===== src/rtl/mod_check_arbiter.sv =====
// Round-robin arbiter that time-shares one mod_checker among NREQ requesters,
// with a watchdog that resets the checker when its done never arrives.
module mod_check_arbiter #(
    parameter int NREQ    = 4,
    parameter int IDX_W   = 3,
    parameter int TIMEOUT = 15
) (
    input  logic                  clk,
    input  logic                  rst,
    input  logic [NREQ-1:0]       req,
    input  logic [NREQ*IDX_W-1:0] req_index,
    output logic [NREQ-1:0]       ack,
    output logic [IDX_W-1:0]      ack_index,
    output logic                  ack_err,
    output logic                  busy,
    output logic                  chk_en,
    output logic [IDX_W-1:0]      chk_index,
    output logic                  chk_rst,
    input  logic                  chk_done,
    input  logic [IDX_W-1:0]      chk_index_out
);

    localparam int GW = (NREQ > 1) ? $clog2(NREQ) : 1;
    localparam logic [7:0] TIMER_LAST = 8'(TIMEOUT - 1);

    typedef enum logic [1:0] {
        S_IDLE,
        S_ISSUE,
        S_WAIT,
        S_RESP
    } state_t;

    state_t            state_q, state_d;
    logic [GW-1:0]     grant_q, grant_d;
    logic [GW-1:0]     last_q, last_d;
    logic [7:0]        timer_q, timer_d;
    logic [NREQ-1:0]   ack_q, ack_d;
    logic [IDX_W-1:0]  ack_index_q, ack_index_d;
    logic              ack_err_q, ack_err_d;
    logic              busy_q, busy_d;
    logic              chk_en_q, chk_en_d;
    logic [IDX_W-1:0]  chk_index_q, chk_index_d;
    logic              chk_rst_q, chk_rst_d;

    logic              win_found;
    logic [GW-1:0]     win_idx;
    logic [GW-1:0]     cand;
    logic [NREQ-1:0]   grant_oh;

    assign grant_oh = NREQ'(1) << grant_q;

    // Search upward from the requester after the last one served, wrapping modulo NREQ.
    always_comb begin
        win_found = 1'b0;
        win_idx   = '0;
        cand      = '0;
        for (int k = 1; k <= NREQ; k++) begin
            cand = GW'((int'(last_q) + k) % NREQ);
            if (!win_found && req[cand]) begin
                win_found = 1'b1;
                win_idx   = cand;
            end
        end
    end

    // NOTE: every *_d gets a default before the case so no path leaves a latch behind.
    always_comb begin
        state_d     = state_q;
        grant_d     = grant_q;
        last_d      = last_q;
        timer_d     = timer_q;
        ack_d       = '0;
        ack_index_d = ack_index_q;
        ack_err_d   = 1'b0;
        chk_en_d    = 1'b0;
        chk_index_d = chk_index_q;
        chk_rst_d   = 1'b1;

        unique case (state_q)
            S_IDLE: begin
                if (win_found) begin
                    grant_d     = win_idx;
                    chk_index_d = req_index[int'(win_idx)*IDX_W +: IDX_W];
                    chk_en_d    = 1'b1;
                    state_d     = S_ISSUE;
                end
            end
            S_ISSUE: begin
                timer_d = '0;
                state_d = S_WAIT;
            end
            S_WAIT: begin
                timer_d = timer_q + 8'd1;
                // A done arriving on the last allowed cycle beats the watchdog.
                if (chk_done) begin
                    ack_d       = grant_oh;
                    ack_index_d = chk_index_out;
                    state_d     = S_RESP;
                end else if (timer_q == TIMER_LAST) begin
                    ack_d       = grant_oh;
                    ack_index_d = '0;
                    ack_err_d   = 1'b1;
                    chk_rst_d   = 1'b0;
                    state_d     = S_RESP;
                end
            end
            S_RESP: begin
                last_d  = grant_q;
                state_d = S_IDLE;
            end
            default: state_d = S_IDLE;
        endcase

        busy_d = (state_d != S_IDLE);
    end

    // NOTE: state flops use non-blocking assignments so all of them see pre-edge values.
    always_ff @(posedge clk or negedge rst) begin
        if (!rst) begin
            state_q     <= S_IDLE;
            grant_q     <= '0;
            last_q      <= GW'(NREQ - 1);
            timer_q     <= '0;
            ack_q       <= '0;
            ack_index_q <= '0;
            ack_err_q   <= 1'b0;
            busy_q      <= 1'b0;
            chk_en_q    <= 1'b0;
            chk_index_q <= '0;
            chk_rst_q   <= 1'b0;
        end else begin
            state_q     <= state_d;
            grant_q     <= grant_d;
            last_q      <= last_d;
            timer_q     <= timer_d;
            ack_q       <= ack_d;
            ack_index_q <= ack_index_d;
            ack_err_q   <= ack_err_d;
            busy_q      <= busy_d;
            chk_en_q    <= chk_en_d;
            chk_index_q <= chk_index_d;
            chk_rst_q   <= chk_rst_d;
        end
    end

    assign ack       = ack_q;
    assign ack_index = ack_index_q;
    assign ack_err   = ack_err_q;
    assign busy      = busy_q;
    assign chk_en    = chk_en_q;
    assign chk_index = chk_index_q;
    assign chk_rst   = chk_rst_q;

endmodule


===== config.mk =====
export PLATFORM = sky130hd
export DESIGN_NAME = mod_check_arbiter
export DESIGN_NICKNAME = d
export VERILOG_FILES = /design/src/rtl/mod_check_arbiter.sv
export SDC_FILE = /design/constraint.sdc
export NUM_CORES = 1
export LEC_CHECK = 0
export CAP_MARGIN = 20
export CORE_MARGIN = 1.5
export CORE_UTILIZATION = 47
export CTS_CLUSTER_SIZE = 12
export DETAILED_ROUTE_END_ITERATION = 12
export PLACE_DENSITY = 0.78
export SLEW_MARGIN = 15
export SYNTH_ARGS = -nofsm -noshare
export SYNTH_HDL_FRONTEND = slang
export SYNTH_SLANG_ARGS = --single-unit

===== constraint.sdc =====
create_clock -name clk -period 1.9 [get_ports clk]
set_input_delay 0.38 -clock clk [delete_from_list [all_inputs] [get_ports clk]]
set_output_delay 0.38 -clock clk [all_outputs]
set_load 0.01 [all_outputs]

Yosys cells after proc, flatten, opt, wreduce, memory -nomap -nowiden:

Cells that the tools add are included.
Widths: inputs -> output; s select.

* register bits: 28
* bits of input ports: 22
* logic and storage cells: 73

* add/subtract/negate cells: 5
* multipliers: 1
* order comparisons: 4
* equality and inequality tests: 4
* shift-type cells: 2
* mux-type cells: 34
* reductions and logical operators: 12

Operators with widths (count)
* $mux 1: 16
* $pmux 8 s2: 1
* $mux 2: 7
* $lt 2x3->1 const B: 4
* $mux 4: 3
* $shiftx 12x5->3: 1
* $add 8x1->8 const B: 1
* $bmux 1 s2: 4
* $eq 8x4->1 const B: 1
* $pmux 2 s4: 1
* $mux 3: 2
* $reduce_bool 2->1: 3
* $add 2x1->2 const B: 2
* $add 2x2->2 const B: 2
* $eq 2x2->1 const B: 2
* $mul 2x2->4 const B: 1
* $reduce_and 2->1: 2
* $shl 1x2->4 const A: 1
* $logic_and 1x1->1: 3
* $logic_not 1->1: 3
* $eq 2x1->1 const B: 1
* $logic_not 2->1: 1

Logic depth before layout (Yosys ltp):

* word-level depth: 16
* depth in mapped cells: 7
* mapped depth without buffers: 7

Worst setup path before layout:

Ideal clock, no wire load.

* path kind: register -> register
* from: reg last_q[0]
* to: reg chk_index_q[0] (netlist: chk_index[0])
* setup time: 138 ps
* data arrival time: 1558 ps
* required time: 1762 ps
* path slack: 204 ps
* cell stages (with the launch flop): 6
* buffers on the path: 0
* clock period less this slack: 1696 ps
* path through: dfstp_2 clkinv_1 a22o_1 a211oi_4 mux2i_1 o221ai_1

* cells in the longest elaborated chain, start to end: 15
* elaborated cells between the ends (all ways): 29

RTL lines
* start: declaration: line 35 `logic [GW-1:0] last_q, last_d;`
* start signal: assignment: line 122 `last_q <= GW'(NREQ - 1);`
* start signal: assignment: line 134 `last_q <= last_d;`
* $add 2x1->2: line 58 `cand = GW'((int'(last_q) + k) % NREQ);`
* $bmux 1 s2: line 59 `if (!win_found && req[cand]) begin`
* $mux 1 (implied by the code): line 59
* $mux 1: line 59
* $logic_not 1->1: line 59
* $logic_and 1x1->1: line 59
* $mux 1: line 59
* $logic_not 1->1: line 59
* $logic_and 1x1->1: line 59
* $mux 1: line 59
* $logic_not 1->1: line 59
* $logic_and 1x1->1: line 59
* $mux 2: line 59
* $mul 2x2->4: line 83 `chk_index_d = req_index[int'(win_idx)*IDX_W +: IDX_W];`
* $shiftx 12x5->3: line 83
* end signal: assignment: line 141 `chk_index_q <= chk_index_d;`
* end: declaration: line 42 `logic [IDX_W-1:0] chk_index_q, chk_index_d;`

Several ways; a longest one is shown, not always the timed one. The select of a mux whose other input is x is not followed.
A chain may end at the register's enable or synchronous reset.

Worst setup path after layout:

* from: reg last_q[0]
* to: reg chk_index_q[2] (netlist: chk_index[2])

The elaborated chain is that of the path after synthesis.

==> results_dict.tcl <==
set metrics [dict create \
    synth_seq_cells 28 \
    final_nets 203 \
    pwr-share-clk_pct 15.8 \
    fillerInstances 214 \
    synth.avg_cell_area_sq_um 10.7 \
    yosys-top-cells-count "26 x dfrtp_1, 13 x nand2_1, 9 x inv_1" \
    end_kind "flip-flop" \
    placed_area_sq_um 1820 \
    worstPathRequired_ns 2.12 \
    critPathKind "reg2reg" \
    ys_warn_count 0 \
    clk_path_buf_depth 2 \
    synth.net_count 153 \
    final_area_sq_um 1870 \
    fmax_ghz 0.569 \
    drtIter0Drc 35 \
    finalCritPeriodShare_pct 92.4 \
    route.layer.met1.wl_um 1240 \
    netlist_instances 125 \
    outcome "finished clean" \
    hold_violations 0 \
    setup_viol 0 \
    highest_layer "met4" \
    drcViolationCount 0 \
    period_needed_ns 1.76 \
    initial_core_util_pct 48.7 \
    synth_edf_count 0 \
    drv_slew 0 \
    vdd_drop_max_mv 1.16 \
    syn_area_sq_um 1330 \
    relSlewSlack_pct 74.4 \
    gp_congestion 0.856 \
    fin_ws_ns 0.144 \
    antenna_found_initial 0 \
    path_max_fanout 7 \
    hold_class "in2async" \
    wl_met3_um 71 \
    postLayoutCoreUtil_pct 68.4 \
    ctsHoldBuffers 0 \
    drt_first_pass_iters 4 \
    critPathArrivalTime_ns 1.98 \
    r2r-start "last_q[0]" \
    die_y_um 56.2 \
    synthToLayoutAreaGrowth_pct 40.3 \
    ys_types 34 \
    htreeDepth 1 \
    viasPerCell 5.51 \
    cts_resized 0 \
    switching_share_pct 35.4 \
    io_buffers 35 \
    cts_tree "yes" \
    total_power_mw 2.51 \
    synth-async-reset-ratio_pct 100 \
    comb_power_share_pct 47.1 \
    clock_skew_ns 0.00167 \
    die_w_um 56.2 \
    clk-insertion-delay-late_ns 0.33 \
    post_cts_buffers 0 \
    powerDensity_nw_per_um2 1340 \
    r2r_end "chk_index[2]" \
    cts_buffers 3 \
    numClockSinks 28 \
    ys_top_cells_by_area "dfrtp_1 49%, ha_1 5.6%, mux2i_1 5.3%, dfstp_2 3.9%, nand2_1 3.7%" \
    drive_above_1_share_pct 13.2 \
    cts_root_buffer "clkbuf_4" \
    io_pins 36 \
    die_area_sq_um 3160 \
    seqPwrFrac_pct 37.0 \
    rows 19 \
    antenna-diode-count 0 \
    p_int_mw 1.62 \
    post_drt_wl_per_cell_um 14.6 \
    maxCapViolCount 0 \
    ys_seq_area_share_pct 52.8 \
    pre_cts_slack_ns -0.160 \
    dpl.hpwl_um 2280 \
    met2WireLength_um 1650 \
    drtAntennaViolNets 0 \
    synth_top_area_share_pct 48.8 \
    grt_first_pass_wirelength_um 5170 \
    yosysMostFrequentCell "dfrtp_1" \
    via_count 1130 \
    global_route.overflow_total 0 \
    cellLeakagePower_nw 0.841 \
    synth_largest_area_cell "dfrtp_1" \
    tightestPinTransition_ns 0.384 \
    start_kind "flip-flop" \
    rsz0062_at_grt "no" \
    setup_tns_ns 0 \
    finalWirelength_um 2980 \
    grt_pass1_vias 1148 \
    grt_util_all_layers_pct 20.6 \
    grt_max_degree 29 \
    core_sq_um 2730 \
    switchingPower_mw 0.888 \
    synthFlopType "dfrtp_1" \
    reg2regPathDepth 6 \
    clk_pin_slew_ns 0.16 \
    r2r_setup_slack_ns 0.14 \
]
state kept, by name, indices dropped and copies added, names as in the netlist:
name       count
timer_q        8
ack            4
ack_index      3
chk_index      3
grant_q        2
last_q         2
state_q        2
ack_err        1
busy           1
chk_en         1
chk_rst        1
through the flow:
| step | std cells | hold slack, ns |
|---|---|---|
| 3_5_place_dp | 201 | 0.484 |
| 3_3_place_gp | 201 | 0.474 |
| 4_1_cts | 205 | 0.410 |
| 5_1_grt | 205 | 0.405 |
| 2_1_floorplan | 125 | 0.0844 |
| 6_report | 205 | 0.404 |
worst max path at each step:
stage	start	to	slack (ns)	cells past startpoint
2_1_floorplan	last_q[0]	chk_index[0]	0.20	5
3_3_place_gp	req[0]	chk_index[0]	-0.11	7
3_5_place_dp	req[0]	chk_index[0]	-0.16	7
4_1_cts	last_q[0]	chk_index[0]	0.13	6
5_1_grt	last_q[0]	chk_index[2]	0.01	6
6_report	last_q[0]	chk_index[2]	0.14	6
power by group through the flow:
stage          logic [mW]  registers [mW]  clock network, mW
2_1_floorplan       0.618           0.957                  0
3_3_place_gp         1.13           0.926                  0
3_5_place_dp         1.19           0.940                  0
4_1_cts              1.19           0.928              0.404
5_1_grt              1.31           0.953              0.430
6_report             1.18           0.928              0.396
routing by layer:
metal / vias up / track usage, %
li1: 538 / -
met2: 18 / 36.8
met1: 570 / 25.8
met3: 4 / 2.09
met4: 0 / 7.48
met5: - / 0
logic make-up after synthesis:
| family | synth area share, % |
|---|---|
| and+or+nand+nor | 16.4 |
| DFF | 52.8 |
| AOI/OAI and AO/OA | 13.4 |
| buffers and inverters | 3.66 |
| muxes | 6.10 |
| adders and majority gates | 5.63 |
| xor gates and xnor gates | 1.97 |
placed cells by master, fill, tap and decap left out, drive strengths merged, types with 3 or more instances in the layout:
| cell type | count |
|---|---|
| nand2 | 13 |
| clkbuf | 3 |
| inv | 10 |
| buf | 12 |
| o221ai | 3 |
| clkdlybuf4s50 | 35 |
| dfrtp | 26 |
| nor2 | 8 |
| nand2b | 4 |
| ha | 6 |
| mux2i | 7 |
| a21oi | 5 |
| nor3b | 4 |
| nand3 | 3 |
| o21ai | 7 |
| a32o | 3 |
worst max-delay path, cell delays in order, from the launching register on:
cell,delay (ns)
dfstp_2,0.56
clkinv_1,0.10
a22o_1,0.24
a211oi_4,0.28
buf_12,0.16
mux2i_1,0.19
o221ai_1,0.12
final cells by class:
type                            count  area (sq um)  share of cell area, %
Timing Repair Buffer               47           453                   24.2
Multi-Input combinational cell     84           581                   31.1
Clock buffer                        3          22.5                   1.20
Inverter                           11          41.3                   2.21
Tap cell                           31          38.8                   2.07
Sequential cell                    28           703                   37.6
Clock inverter                      1          30.0                   1.61
(Power assumes the default switching activity.)
==> RTL change, RTL diff (same flow settings) <==
Reset style: synchronous (`rst`), changed in one clocked block.
--- a/src/rtl/mod_check_arbiter.sv
+++ b/src/rtl/mod_check_arbiter.sv
@@ -115,7 +115,7 @@
     end
 
     // NOTE: state flops use non-blocking assignments so all of them see pre-edge values.
-    always_ff @(posedge clk or negedge rst) begin
+    always_ff @(posedge clk) begin
         if (!rst) begin
             state_q     <= S_IDLE;
             grant_q     <= '0;
Function: differs if rst is asserted again (counterexample within 4 cycles, from zero or initial values and one cycle with rst low); with rst held inactive, the same outputs for 4 cycles.
==> RTL change against the unedited design <==
Cell count up 0.98%; setup slack gained 60 ps; total power fell by 27%; sequential cell count did not move; routed wire length decreased by 4.7%; design area down 7.6%; synthesized area is 5.3% lower; via count decreased by 0.62%; clock skew up 6.7 ps; sequential power down 16%; critical path type unchanged; critical endpoint is now timer_q[7]; largest cell class is now multi-input gates; largest power group is now registers; highest routed layer unchanged.
==> RTL change: results (changes against the unedited design) <==
- Status: finished, final reports clean
- H-tree depth: 1 (unchanged)
- Final clock skew: 8.38 ps (+6.71 ps)
- CTS Root Cell: clkbuf_4
- Async set or reset register ratio after synthesis: 0 (-1.00)
- Max reg flops: 8 (unchanged)
- Hold Path Class: flip-flop to flip-flop
- Share of cells above drive strength 1: 0.113 (-0.0192)
- Postcts setup bufs: 0 (unchanged)
- N_diodes: 0 (unchanged)
- 1st-iter DRT viols: 16 (-54%)
- Max-slew headroom: 0.718 (-0.0257)
- DP Area: 1690 sq um (-6.9%)
- Placement Setup Slack: -77.6 ps (+82.3 ps)
- Register area share after synthesis: 0.444 (-0.0837)
- Nets@finish: 206 (+1.5%)
- Final HPWL DP: 2190 um (-3.9%)
- Clk slew on worst S/H paths: 150 ps
- Vias in the first global route: 1008 (-12%)
- Post_cts resized: 0 (unchanged)
- Largest register by flop count: timer_q
- Flop-to-flop setup slack: 200 ps (+60 ps)
- Post-synth top cells: 28 x dfxtp_1, 15 x nor2_1, 10 x nand2_1
- YS warnings: 0 (unchanged)
- Num CTS Buffers: 3 (unchanged)
- Tcrit/Tclk final: 0.893 (-0.0316)
- Clock Latency Late Sink: 330 ps (about the same)
- RePlAce Congestion: 0.754 (-12%)
- Max IR drop VDD: 0.000918 V (-21%)
- Gr usage total: 0.208 (+0.00172)
- P_leak: 0.660 nW (-22%)
- Ranking of synthesized cells by area: dfxtp_1 44%, ha_1 5.9%, mux2i_1 5.6%
- Worst Path Arrival: between 1500 and 2000 ps
- Drt first pass iters: 4 (unchanged)
- First-pass GRT wire length: 4510 um (-13%)
- Pin count of the biggest net entering global routing: 16 (-45%)
- # port buffers: 35 (unchanged)
- Residual DRC count: 0 (unchanged)
- Clock buffer depth: 2 (unchanged)
- Mapped Nets: 162 (+5.9%)
- Horiz. Die Dim: 54.8 um (-2.5%)
- Antenna violations before repair: 0 (unchanged)
- Synth cell types: 38 (+12%)
- Crit-path max FO: 6 (-1)
- Post-Route WL: 2840 um (-4.7%)
- Routed vias/inst: 5.43 (-1.6%)
-- RTL change: changes by cell type in the layout (fill, tap and decap cells not counted), moves of 3 or more --
cell,delta
a32o_1,-3
a32oi_1,+3
buf_4,-4
dfrtp_1,-26
dfxtp_1,+28
nand2_1,-3
nor2_1,+7
nor3b_1,-4
xor2_1,+3
-- RTL change: layout make-up --
class	count	area (sq um)
Fill cell	209	772
Multi-Input combinational cell	93	653
Tap cell	30	37.5
Inverter	10	37.5
Sequential cell	28	561
Clock buffer	4	36.3
Timing Repair Buffer	42	403
-- RTL change: per-stage QoR --
stage | total power [mW] | util | instances | hold WS, ps
2_1_floorplan | 1.22 | - | 134 | 437
3_3_place_gp | 1.51 | 0.677 | 203 | 473
3_5_place_dp | 1.53 | 0.677 | 203 | 482
4_1_cts | 1.82 | 0.691 | 207 | 518
5_1_grt | 1.94 | 0.691 | 207 | 537
6_report | 1.82 | 0.691 | 207 | 513
-- RTL change: worst max-delay path, cell delays in order, from the launching register on --
cell and delay (ps):
dfxtp_1 400, inv_1 80, ha_1 380, nand4_1 240, or3_1 400, a21oi_1 130
-- RTL change: path summary, 6_finish.rpt --
kind	cells past startpoint	endpoint	from
max reg2reg	5	timer_q[7]	state_q[1]
min	2	chk_index[0]	chk_index[0]
min reg2reg	2	chk_index[0]	chk_index[0]
max	5	timer_q[7]	state_q[1]
-- RTL change: logic make-up after synthesis --
group / after synthesis / share of synthesized area
flops: 28 / 0.444
buf+inv: 13 / 0.0387
xor+xnor: 4 / 0.0277
fa+ha+maj: 6 / 0.0595
compound gates: 30 / 0.179
mux: 7 / 0.0555
simple gates: 46 / 0.195
-- RTL change: report_power, final --
group	leakage, nW	total [mW]	switching, mW	internal (mW)
Combinational	0.410	0.744	0.387	0.357
Clock	0.0210	0.292	0.175	0.117
Sequential	0.228	0.783	0.0831	0.700
Total	0.660	1.82	0.645	1.17
-- RTL change: routing by layer --
metal	GRT usage	wire (um)	up-vias
li1	-	-	570
met1	0.279	1330	527
met2	0.343	1380	24
met3	0.0383	113	2
met4	0.0500	20	0
met5	0	0	-
